$ cat src/rtl/pbuff_window_reader_pkg.sv
// Shared geometry of the partial column buffer and read-side state encoding.
// Window width is exported for the kernel side.
package pbuff_window_reader_pkg;

    localparam int hwidth       = 640;
    localparam int awidth_pbuff = 10;
    localparam int dwidth_dat   = 12;
    localparam int dwidth_slice = 3;
    localparam int win_width    = 3 * dwidth_dat * dwidth_slice;

    typedef enum logic [1:0] {
        ST_IDLE,
        ST_PRIME,
        ST_FILL,
        ST_STREAM
    } rd_state_e;

    // Saturating increment: the right border re-reads the last column.
    function automatic int sat_inc(input int addr, input int last);
        return (addr >= last) ? last : addr + 1;
    endfunction

endpackage

$ cat src/rtl/pbuff_col_shreg.sv
// Three-stage column shift register holding {right, centre, left}.
// load_all fills every stage with one column so the left border is replicated.
module pbuff_col_shreg
    import pbuff_window_reader_pkg::*;
#(
    parameter int CWIDTH = dwidth_dat * dwidth_slice
) (
    input  logic                clk,
    input  logic                rst,
    input  logic                load_all,
    input  logic                shift_en,
    input  logic [CWIDTH-1:0]   din,
    output logic [3*CWIDTH-1:0] win
);

    logic [CWIDTH-1:0] r2;
    logic [CWIDTH-1:0] r1;
    logic [CWIDTH-1:0] r0;

    always_ff @(posedge clk or negedge rst) begin
        if (!rst) begin
            r2 <= '0;
            r1 <= '0;
            r0 <= '0;
        end else if (load_all) begin
            r2 <= din;
            r1 <= din;
            r0 <= din;
        end else if (shift_en) begin
            r0 <= r1;
            r1 <= r2;
            r2 <= din;
        end
    end

    assign win = {r2, r1, r0};

endmodule

$ cat src/rtl/pbuff_window_reader.sv
// Read-side sequencer for the partial column buffer: scans one committed row
// and streams edge-replicated 3-column windows over a valid/ready handshake.
//
// state     | meaning
// ----------+-----------------------------------------------------------
// ST_IDLE   | waiting for start; raddr parked at 0
// ST_PRIME  | column 0 on rdata, loaded into all three window stages
// ST_FILL   | column 1 on rdata, shifted in; first window becomes valid
// ST_STREAM | one window per handshake; last column ends the row
module pbuff_window_reader
    import pbuff_window_reader_pkg::*;
#(
    parameter int HWIDTH = hwidth,
    parameter int AWIDTH = awidth_pbuff,
    parameter int DWIDTH = dwidth_dat,
    parameter int SLICE  = dwidth_slice
) (
    input  logic                       clk,
    input  logic                       rst,
    input  logic                       start,
    output logic                       busy,
    output logic [AWIDTH-1:0]          raddr,
    input  logic [DWIDTH*SLICE-1:0]    rdata,
    output logic                       win_valid,
    input  logic                       win_ready,
    output logic [3*DWIDTH*SLICE-1:0]  win_data,
    output logic [AWIDTH-1:0]          win_col,
    output logic                       done
);

    localparam logic [AWIDTH-1:0] LAST_COL = AWIDTH'(HWIDTH - 1);

    rd_state_e         state;
    logic              handshake;
    logic              load_all;
    logic              shift_en;
    logic [AWIDTH-1:0] raddr_next;

    always_comb begin
        handshake  = win_valid && win_ready;
        load_all   = (state == ST_PRIME);
        // The final window needs no new column, so it never shifts.
        shift_en   = (state == ST_FILL) ||
                     ((state == ST_STREAM) && handshake && (win_col != LAST_COL));
        raddr_next = AWIDTH'(sat_inc(int'(raddr), HWIDTH - 1));
    end

    pbuff_col_shreg #(
        .CWIDTH (DWIDTH * SLICE)
    ) u_col_shreg (
        .clk      (clk),
        .rst      (rst),
        .load_all (load_all),
        .shift_en (shift_en),
        .din      (rdata),
        .win      (win_data)
    );

    always_ff @(posedge clk or negedge rst) begin
        if (!rst) begin
            state     <= ST_IDLE;
            busy      <= 1'b0;
            raddr     <= '0;
            win_valid <= 1'b0;
            win_col   <= '0;
            done      <= 1'b0;
        end else begin
            done <= 1'b0;
            case (state)
                ST_IDLE: begin
                    if (start) begin
                        state <= ST_PRIME;
                        raddr <= '0;
                        busy  <= 1'b1;
                    end
                end
                ST_PRIME: begin
                    raddr <= raddr_next;
                    state <= ST_FILL;
                end
                ST_FILL: begin
                    raddr     <= raddr_next;
                    win_col   <= '0;
                    win_valid <= 1'b1;
                    state     <= ST_STREAM;
                end
                ST_STREAM: begin
                    if (handshake) begin
                        if (win_col == LAST_COL) begin
                            win_valid <= 1'b0;
                            busy      <= 1'b0;
                            done      <= 1'b1;
                            state     <= ST_IDLE;
                        end else begin
                            win_col <= win_col + AWIDTH'(1);
                            raddr   <= raddr_next;
                        end
                    end
                end
                default: state <= ST_IDLE;
            endcase
        end
    end

endmodule

$ cat config.mk
export PLATFORM = sky130hd
export DESIGN_NAME = pbuff_window_reader
export DESIGN_NICKNAME = d
export VERILOG_FILES = /design/src/rtl/pbuff_window_reader_pkg.sv /design/src/rtl/pbuff_col_shreg.sv /design/src/rtl/pbuff_window_reader.sv
export SDC_FILE = /design/constraint.sdc
export NUM_CORES = 1
export LEC_CHECK = 0
export ABC_AREA = 1
export CORE_MARGIN = 3
export CORE_UTILIZATION = 40
export CTS_CLUSTER_SIZE = 20
export DETAILED_ROUTE_END_ITERATION = 8
export GPL_TIMING_DRIVEN = 0
export PLACE_DENSITY = 0.68
export SLEW_MARGIN = 40
export SYNTH_ARGS = -nofsm -noshare
export SYNTH_HDL_FRONTEND = slang
export SYNTH_SLANG_ARGS = --single-unit
$ cat constraint.sdc
create_clock -name clk -period 4.45 [get_ports clk]
set_input_delay 0.6675 -clock clk [delete_from_list [all_inputs] [get_ports clk]]
set_output_delay 0.6675 -clock clk [all_outputs]
set_load 0.01 [all_outputs]
# After elaboration in Yosys (flattened, before gate mapping)
# Cells that the tools add are included.
[word_totals]
regBits = 133
wordCells = 61
[classes]
add_sub_neg = 2
n_mux = 26
eq_ne = 9
magnitude_cmp = 1
n_reduce_logical = 14
[ops]
columns = ["op", "count"]
rows = [
  ["two-way mux 36 bit", 6],
  ["two-way mux 10 bit", 6],
  ["one-hot mux 10 bit (3 select lines)", 1],
  ["adder 10 x 1 -> 10 bit (second input constant)", 2],
  ["one-hot mux 10 bit (2 select lines)", 1],
  ["AND reduction 3 bit", 4],
  ["equality test 10 bit (second input constant)", 1],
  [">= comparator 10 bit (second input constant)", 1],
  ["inequality test 10 bit (second input constant)", 1],
  ["one-hot mux 2 bit (4 select lines)", 1],
  ["two-way mux 1 bit", 6],
  ["two-way mux 2 bit", 3],
  ["inequality test 2 bit (second input constant)", 3],
  ["nonzero test 2 bit", 3],
  ["equality test 2 bit (second input constant)", 2],
  ["one-hot mux 1 bit (2 select lines)", 2],
  ["AND reduction 4 bit", 1],
  ["logical AND 1 bit", 3],
  ["equality test 2 x 1 -> 1 bit (second input constant)", 1],
  ["logical NOT 2 bit", 1],
  ["inequality test 2 x 1 -> 1 bit (second input constant)", 1],
  ["OR reduction 2 bit", 1],
  ["logical OR 1 bit", 1],
]

# Longest topological paths before layout
# Gate-level depths: netlist of run 1.
[depth]
depth_word = 6
ltp_mapped = 10

# Hierarchy
# Synthesis of run 1 repeated with hierarchy kept, for this count alone.
[unflattened]
cells_unflattened = 728
hier_area_um2 = 6092.1
[modules_own_cells]
columns = ["mod", "n_inst", "cells_per_inst", "area_each_um2", "seq_area_each_um2"]
rows = [
  ["pbuff_col_shreg", 1, 508, 4504.3, 2702.6],
  ["pbuff_window_reader", 1, 220, 1587.8, 625.6],
]

# Least setup slack after synthesis of run 1
# Ideal clock, no wire load.
[synth_path]
kind = "register -> register"
from = "register state[1]"
to = "register u_col_shreg.r1[0]"
path_buffers = 3
path_stages_with_launch = 10
arrival_ps = 1560
slack_ps = 2760
path_cell_list = "dfrtp_1 > inv_1 > ha_1 > buf_2 > nor2_2 > nand2_4 > buf_6 > buf_6 > nand2_1 > o21ai_1"
[synth_between]
elab_chain_len = 5
word_cells_on_any_way = 8
classes_between = "eq/ne (3); mux (1); reduce/logical (4)"
[synth_rtl]
columns = ["item", "line", "rtl"]
rows = [
  ["start: declaration", "pbuff_window_reader.sv:33", "rd_state_e state;"],
  ["start signal: assignment", "pbuff_window_reader.sv:61", "state <= ST_IDLE;"],
  ["start signal: assignment", "pbuff_window_reader.sv:72", "state <= ST_PRIME;"],
  ["start signal: assignment", "pbuff_window_reader.sv:79", "state <= ST_FILL;"],
  ["equality test 2 bit", "pbuff_window_reader.sv:44", "((state == ST_STREAM) && handshake && (win_col != LAST_COL));"],
  ["logical AND 1 bit (2 in a row)", "pbuff_window_reader.sv:44", ""],
  ["logical OR 1 bit", "pbuff_window_reader.sv:43", "shift_en = (state == ST_FILL) ||"],
  ["nonzero test 2 bit (no line)", "--", ""],
  ["end signal: assignment", "pbuff_col_shreg.sv:27", "r1 <= din;"],
  ["end signal: assignment", "pbuff_col_shreg.sv:31", "r1 <= r2;"],
  ["end: declaration", "pbuff_col_shreg.sv:17", "logic [CWIDTH-1:0] r1;"],
]
# Several ways; a longest one is shown, not always the timed one.
# A chain may end at the register's enable or synchronous reset.

# Final worst setup path of run 1
[layout_path]
from = "register state[1]"
to = "register u_col_shreg.r2[33]"
[layout_between]
elab_chain_len = 5
word_cells_on_any_way = 8
classes_between = "eq/ne (3); mux (1); reduce/logical (4)"
[layout_rtl]
columns = ["item", "line", "rtl"]
rows = [
  ["equality test 2 bit", "pbuff_window_reader.sv:44", ""],
  ["logical AND 1 bit (2 in a row)", "pbuff_window_reader.sv:44", ""],
  ["logical OR 1 bit", "pbuff_window_reader.sv:43", ""],
  ["nonzero test 2 bit (no line)", "--", ""],
  ["end signal: assignment", "pbuff_col_shreg.sv:26", "r2 <= din;"],
  ["end signal: assignment", "pbuff_col_shreg.sv:32", "r2 <= din;"],
  ["end: declaration", "pbuff_col_shreg.sv:16", "logic [CWIDTH-1:0] r2;"],
]
# Several ways; a longest one is shown, not always the timed one.

==> results by group, run 1 <==
CTS
  • Clock Tree Buf Depth: 2
  • Post-cts resize count: 0
  • Clock Latency Late Sink: 0.43 ns
  • Cts hold-fix bufs: 0
  • CTS tree: yes
  • H-tree depth: 4
  • Clock tree sinks: 133
  • Cts bufs inserted: 17
  • Worst-path clk slew: 0.06 ns
  • CTS Root Cell: clkbuf_16
  • Post-CTS Setup Bufs: 0

Pwr
  • Power per cell area: 830 nW/µm²
  • Max VDD drop: 0.000413 V
  • Leakage power: 4.22 nW

Yosys
  • Post-Synthesis Cell Area: 6350 µm²
  • Yosys reg bits: 133
  • Synth warnings: 0
  • Synthesized instance count: 796
  • Netlist cell types: 28
  • Syn Area/Cell: 7.98 µm²
  • Synth area leaders: dfrtp_1, nand2_1, o21ai_0, inv_1, o21ai_1
  • Post-synth net total: 843
  • Synth area leader: dfrtp_1
  • Seq/Total Area, Yosys: 52.4%
  • Top-area cell type share of the netlist area: 52.4%

Floorplanning
  • Die Wd: 132 µm
  • Die area: 17400 µm²
  • Row count: 45
  • Die extent in y: 132 µm
  • Initial Utilization: 41.3%
  • I/O pins: 171
  • Core box area: 15400 µm²

Setup path
  • Worst Path Max Fanout: 10
  • CP Capture Type: register
  • FF-to-FF setup slack: 2.21 ns
  • Worst path max stage delay: 0.54 ns
  • Crit-path slowest cell: nor2_2
  • Worst Path Arrival: 2.57 ns
  • CP Cell Sequence: inv_1 -> ha_1 -> buf_2 -> nor2_2 -> nand2_4 -> clkbuf_1 -> o21ai_1
  • Crit start category: register
  • Type of the worst setup path: register to register
  • Critical Path RT: 4.78 ns

Timing
  • Final max-slew violation count: 0
  • Tcrit/Tclk final: 50.3%
  • Endpoints failing hold: 0
  • Final clock skew: 0.0126 ns
  • Post-layout min period: 2.24 ns
  • RSZ-0062 raised after global routing: false
  • Peak Freq: 0.446 GHz
  • Worst slew pin tran: 0.643 ns
  • WHS: 0.148 ns
  • Setup Viol. Count Final: 0
  • Worst slew margin: 57.1%

Drt
  • 1st-iter DRT viols: 363
  • Vias: 5917
  • Antenna violation net count after detailed routing: 0
  • Avg WL per Cell: 15.5 µm
  • Total Wirelength: 18.7 mm
  • DR vias/cell: 4.89
  • Router iterations before antenna repair: 6
  • Drt drc: 0

Cells and area
  • Nets: 1033
  • Antenna Cells: 0
  • Leading cell type in the layout, fill and taps excluded: nand2_1
  • Commonest cells after routing, fill and taps aside: nand2_1, clkdlybuf4s50_1, dfrtp_1
  • Share of layout cells above drive strength 1: 7.11%
  • Final std cells w/o fill: 1209
  • Fillers: 1416
  • Layout area overhead: 42.0%

GRT
  • Global-route wire length before repair: 29.9 mm
  • Largest net degree at the start of global routing: 72
  • GR Util All Layers: 21.5%
  • GRT overflow: 0
  • Antenna violations before repair: 0
  • Vias in the first global route: 5728

Hold path
  • Hold WC Path Type: input pin to asynchronous set/reset pin

Place
  • IO buf count: 170
  • Post-DP HPWL: 13.0 mm
  • Placer Congestion: 0.912
  • Placed cell count: 1178

Flow run
  • Max-Cap Viols: 0

Run status
  • Status: finished, final reports clean
-- per-stage QoR --
step                instance area, µm²  setup WS (ns)  power (mW)  setup TNS [ns]  util (%)
finish                            9020           2.21        7.48               0      58.7
global placement                  8320          -2.84        5.86         -376.15      54.1
global route                      9020           2.02        8.04               0      58.7
floorplan                         6350           2.76        4.14               0         -
CTS                               9020           2.14        7.55               0      58.7
detailed placement                8350           2.00        5.91               0      54.3
-- logic make-up after synthesis --
family	share of synthesized area, %
simple gates	23.0
compound gates	13.4
flops	52.4
buf+inv	9.42
fa+ha+maj	1.38
xor+xnor	0.414
-- power breakdown --
part,total [mW],internal (mW),switching (mW)
Combinational,3.82,1.65,2.17
Sequential,2.07,1.74,0.324
Clock,1.60,1.06,0.539
Total,7.48,4.45,3.03
-- area by class of cell --
class,instances,area (µm²),area share (%)
inverter,88,330,3.66
tap,211,264,2.93
buffer,41,268,2.97
clock buffer,18,439,4.87
multi-input combinational,534,2420,26.9
clock inverter,13,230,2.55
timing repair buffer,171,1730,19.2
sequential,133,3330,36.9
-- worst paths after layout --
| path | startpoint | to | depth (start not counted) |
|---|---|---|---|
| worst max-delay path | state[1] | u_col_shreg.r2[33] | 7 |
| worst min-delay path | rst | win_col[5] | 1 |
| worst max register to register | state[1] | u_col_shreg.r2[33] | 7 |
| worst min register to register | busy | busy | 2 |
| max in group asynchronous | rst | u_col_shreg.r1[4] | 2 |
| min in group clk | busy | busy | 2 |
-- synthesized netlist by cell type (all sizes together) --
library cell  instances
nor3                  1
nor2                 24
dfrtp               133
inv                  88
a21oi                 7
nand3                57
xnor2                 1
clkbuf               16
ha                    7
o21ai               156
buf                  25
nand2               271
xor2                  2
a31oi                 1
nand4                 4
nand3b                1
o21bai                1
a21o                  1
-- routing by layer --
| layer | part of all wire, % | global-route usage [%] | vias up |
|---|---|---|---|
| met5 | 0 | 0 | - |
| met4 | 2.0 | 7.53 | 0 |
| met3 | 8.1 | 7.44 | 26 |
| met2 | 47 | 33.9 | 213 |
| met1 | 43 | 27.7 | 2756 |
| li1 | - | - | 2922 |
-- sequential cells by signal, summed over array words and instances, names as in the netlist --
| register | count |
|---|---|
| busy | 1 |
| u_col_shreg.r2 | 36 |
| u_col_shreg.r0 | 36 |
| state | 2 |
| win_col | 10 |
| raddr | 10 |
| win_valid | 1 |
| done | 1 |
| u_col_shreg.r1 | 36 |
-- critical path: cells and delay by family, from the launching register on --
| kind | cells | cell delay, ns |
|---|---|---|
| compound gates | 1 | 0.24 |
| fa+ha+maj | 1 | 0.18 |
| buf+inv | 3 | 0.61 |
| flops | 1 | 0.39 |
| simple gates | 2 | 0.72 |
No activity file was read; power rests on OpenSTA's default activity.
==> run 2: changes to the inputs <==
==> constraint.sdc (replaced) <==
create_clock -name clk -period 2.1 [get_ports clk]
set_input_delay 0.315 -clock clk [delete_from_list [all_inputs] [get_ports clk]]
set_output_delay 0.315 -clock clk [all_outputs]
set_load 0.01 [all_outputs]
==> results by group, run 2 (synthesis gave the netlist of run 1 again) <==
Run status
  • Status: finished, final reports clean

Timing
  • Final worst slack: 0.0581 ns (-2.15 ns)
  • Setup TNS: 0 ns (unchanged)
  • Setup Viol. Count Final: 0 (unchanged)
  • Post-layout min period: 2.04 ns (-0.198 ns)
  • Peak Freq: 0.490 GHz (+9.7%)
  • WHS: 0.398 ns (+0.249 ns)
  • Final max-slew violation count: 0 (unchanged)
  • Final clock skew: 0.0119 ns (-0.000644 ns)
  • Worst slew margin: 59.0% (+1.9 points)
  • Tcrit/Tclk final: 97.2% (+47 points)
  • Worst slew pin tran: 0.615 ns (-0.0284 ns)
  • Endpoints failing hold: 0 (unchanged)
  • RSZ-0062 raised after global routing: true

Drt
  • Vias: 5900 (-0.29%)
  • Drt drc: 0 (unchanged)
  • Router iterations before antenna repair: 7 (+1)
  • Total Wirelength: 18.7 mm (-0.11%)
  • Avg WL per Cell: 15.4 µm (-0.19%)
  • DR vias/cell: 4.88 (-0.37%)
  • Antenna violation net count after detailed routing: 0 (unchanged)
  • 1st-iter DRT viols: 311 (-14%)

Setup path
  • Stages on the worst setup path: 8 (+1)
  • Largest delay share family, worst path: buffers and inverters
  • Worst Path Arrival: 2.32 ns (-0.25 ns)
  • CP Cell Sequence: ha_1 -> buf_4 -> inv_2 -> nor2_1 -> nand2_2 -> nand2_4 -> buf_1 -> o21ai_1
  • Register-to-Register Path Depth: 8 (+1)
  • Type of the worst setup path: register to register
  • FF-to-FF setup slack: 0.06 ns (-2.15 ns)
  • Critical Path RT: 2.38 ns (-2.40 ns)
  • Crit path buffers/inverters: 3 (unchanged)
  • Crit start category: register
  • Crit-path slowest cell: buf_1
  • Worst Path Max Fanout: 10 (unchanged)
  • Worst path max stage delay: 0.50 ns (-0.04 ns)
  • CP Capture Type: register

Cells and area
  • Layout area overhead: 42.3%
  • Share of layout cells above drive strength 1: 7.41% (+0.29 points)
  • Nets: 1034 (+0.097%)
  • Leading cell type in the layout, fill and taps excluded: nand2_1
  • Biggest regs: u_col_shreg.r0 x36, u_col_shreg.r1 x36, u_col_shreg.r2 x36
  • Commonest cells after routing, fill and taps aside: nand2_1, clkdlybuf4s50_1, dfrtp_1
  • Antenna Cells: 0 (unchanged)

Floorplanning
  • Row count: 45 (unchanged)
  • Die extent in y: 132 µm (unchanged)
  • Initial Utilization: 41.3% (unchanged)
  • Core box area: 15400 µm² (unchanged)
  • Die area: 17400 µm² (unchanged)
  • I/O pins: 171 (unchanged)
  • Die Wd: 132 µm (unchanged)

CTS
  • Clock Latency Late Sink: 0.42 ns (about the same)
  • H-tree depth: 4 (unchanged)
  • Worst-path clk slew: 0.06 ns (about the same)
  • CTS tree: yes
  • Cts bufs inserted: 17 (unchanged)
  • Clock tree sinks: 133 (unchanged)
  • CTS Root Cell: clkbuf_16
  • Post-CTS Setup Bufs: 0 (unchanged)
  • Clock Tree Buf Depth: 2 (unchanged)

Pwr
  • Leakage power: 4.23 nW (+0.35%)
  • Power per cell area: 1760 nW/µm² (+110%)
  • Max VDD drop: 0.000888 V (+110%)

GRT
  • Antenna violations before repair: 0 (unchanged)
  • Global-route wire length before repair: 29.9 mm (about the same)
  • Largest net degree at the start of global routing: 72 (unchanged)
  • Vias in the first global route: 5725 (-0.052%)
  • GRT overflow: 0 (unchanged)
  • GR Util All Layers: 21.5% (about the same)

Flow run
  • Max-Cap Viols: 0 (unchanged)

Place
  • Setup Slack @ Placement: -0.174 ns (-2.17 ns)
  • Post-DP HPWL: 13.0 mm (unchanged)
  • Placer Congestion: 0.912 (unchanged)
  • IO buf count: 170 (unchanged)

Hold path
  • Hold WC Path Type: input pin to asynchronous set/reset pin
## run 2: cell types whose count changed in the layout (fill, tap and decap cells not counted), sizes merged
cell	previous run	this run
buf	27	29
clkbuf	34	32
dlygate4sd3	0	1
## run 2: timing repair
item / 4_1_cts / 5_1_grt
hold buffers: 1 / 0
cloned: 0 / 0
gates resized for setup: 1 / 8
setup endpoints to repair: 108 / 41
pin swaps: 0 / 1
endpoints found under the hold margin: 62 / 0
## run 2: path summary, 6_finish.rpt
check | from | endpoint
max | state[0] | u_col_shreg.r2[19]
min | rst | win_col[5]
max reg2reg | state[0] | u_col_shreg.r2[19]
min reg2reg | busy | busy
max in group asynchronous | rst | u_col_shreg.r1[4]
min in group clk | busy | busy
## run 2: metrics by stage
| stage | std cells | instance area [µm²] | utilization (%) | power [mW] |
|---|---|---|---|---|
| CTS | 1210 | 9030 | 58.8 | 16.0 |
| finish | 1210 | 9040 | 58.8 | 15.9 |
| floorplan | 796 | 6350 | - | 8.78 |
| global placement | 1177 | 8320 | 54.1 | 12.4 |
| global route | 1210 | 9040 | 58.8 | 17.1 |
| detailed placement | 1178 | 8350 | 54.3 | 12.5 |
## run 2: cell type report
cell class | count | area [µm²]
Tap cell | 211 | 264
Buffer | 41 | 272
Clock inverter | 13 | 230
Timing Repair Buffer | 172 | 1740
Inverter | 88 | 330
Fill cell | 1414 | 6330
Sequential cell | 133 | 3330
Multi-Input combinational cell | 534 | 2430
Clock buffer | 18 | 439
## run 2: worst register-to-register path: cells and delay by family, from the launching register on
kind,cells,cell delay (ns)
AND/OR/NAND/NOR,3,0.45
buffers and inverters,3,0.76
AO/OA/AOI/OAI,1,0.13
flip-flops,1,0.41
adder cells (fa/ha/maj),1,0.17
## run 2: power breakdown
group	switching [mW]	leakage [nW]	internal [mW]
Combinational	4.59	2.23	3.51
Sequential	0.687	1.68	3.70
Clock	1.15	0.318	2.25
Total	6.43	4.23	9.46
## run 2: metal layers
| metal | GRT usage [%] | share of wire [%] | vias to the layer above | wire (µm) |
|---|---|---|---|---|
| met5 | 0 | 0 | - | 0 |
| met4 | 7.47 | 2.2 | 0 | 405 |
| met3 | 7.29 | 7.5 | 28 | 1400 |
| met2 | 34.0 | 47 | 190 | 8700 |
| met1 | 27.8 | 44 | 2753 | 8180 |
| li1 | - | - | 2929 | - |
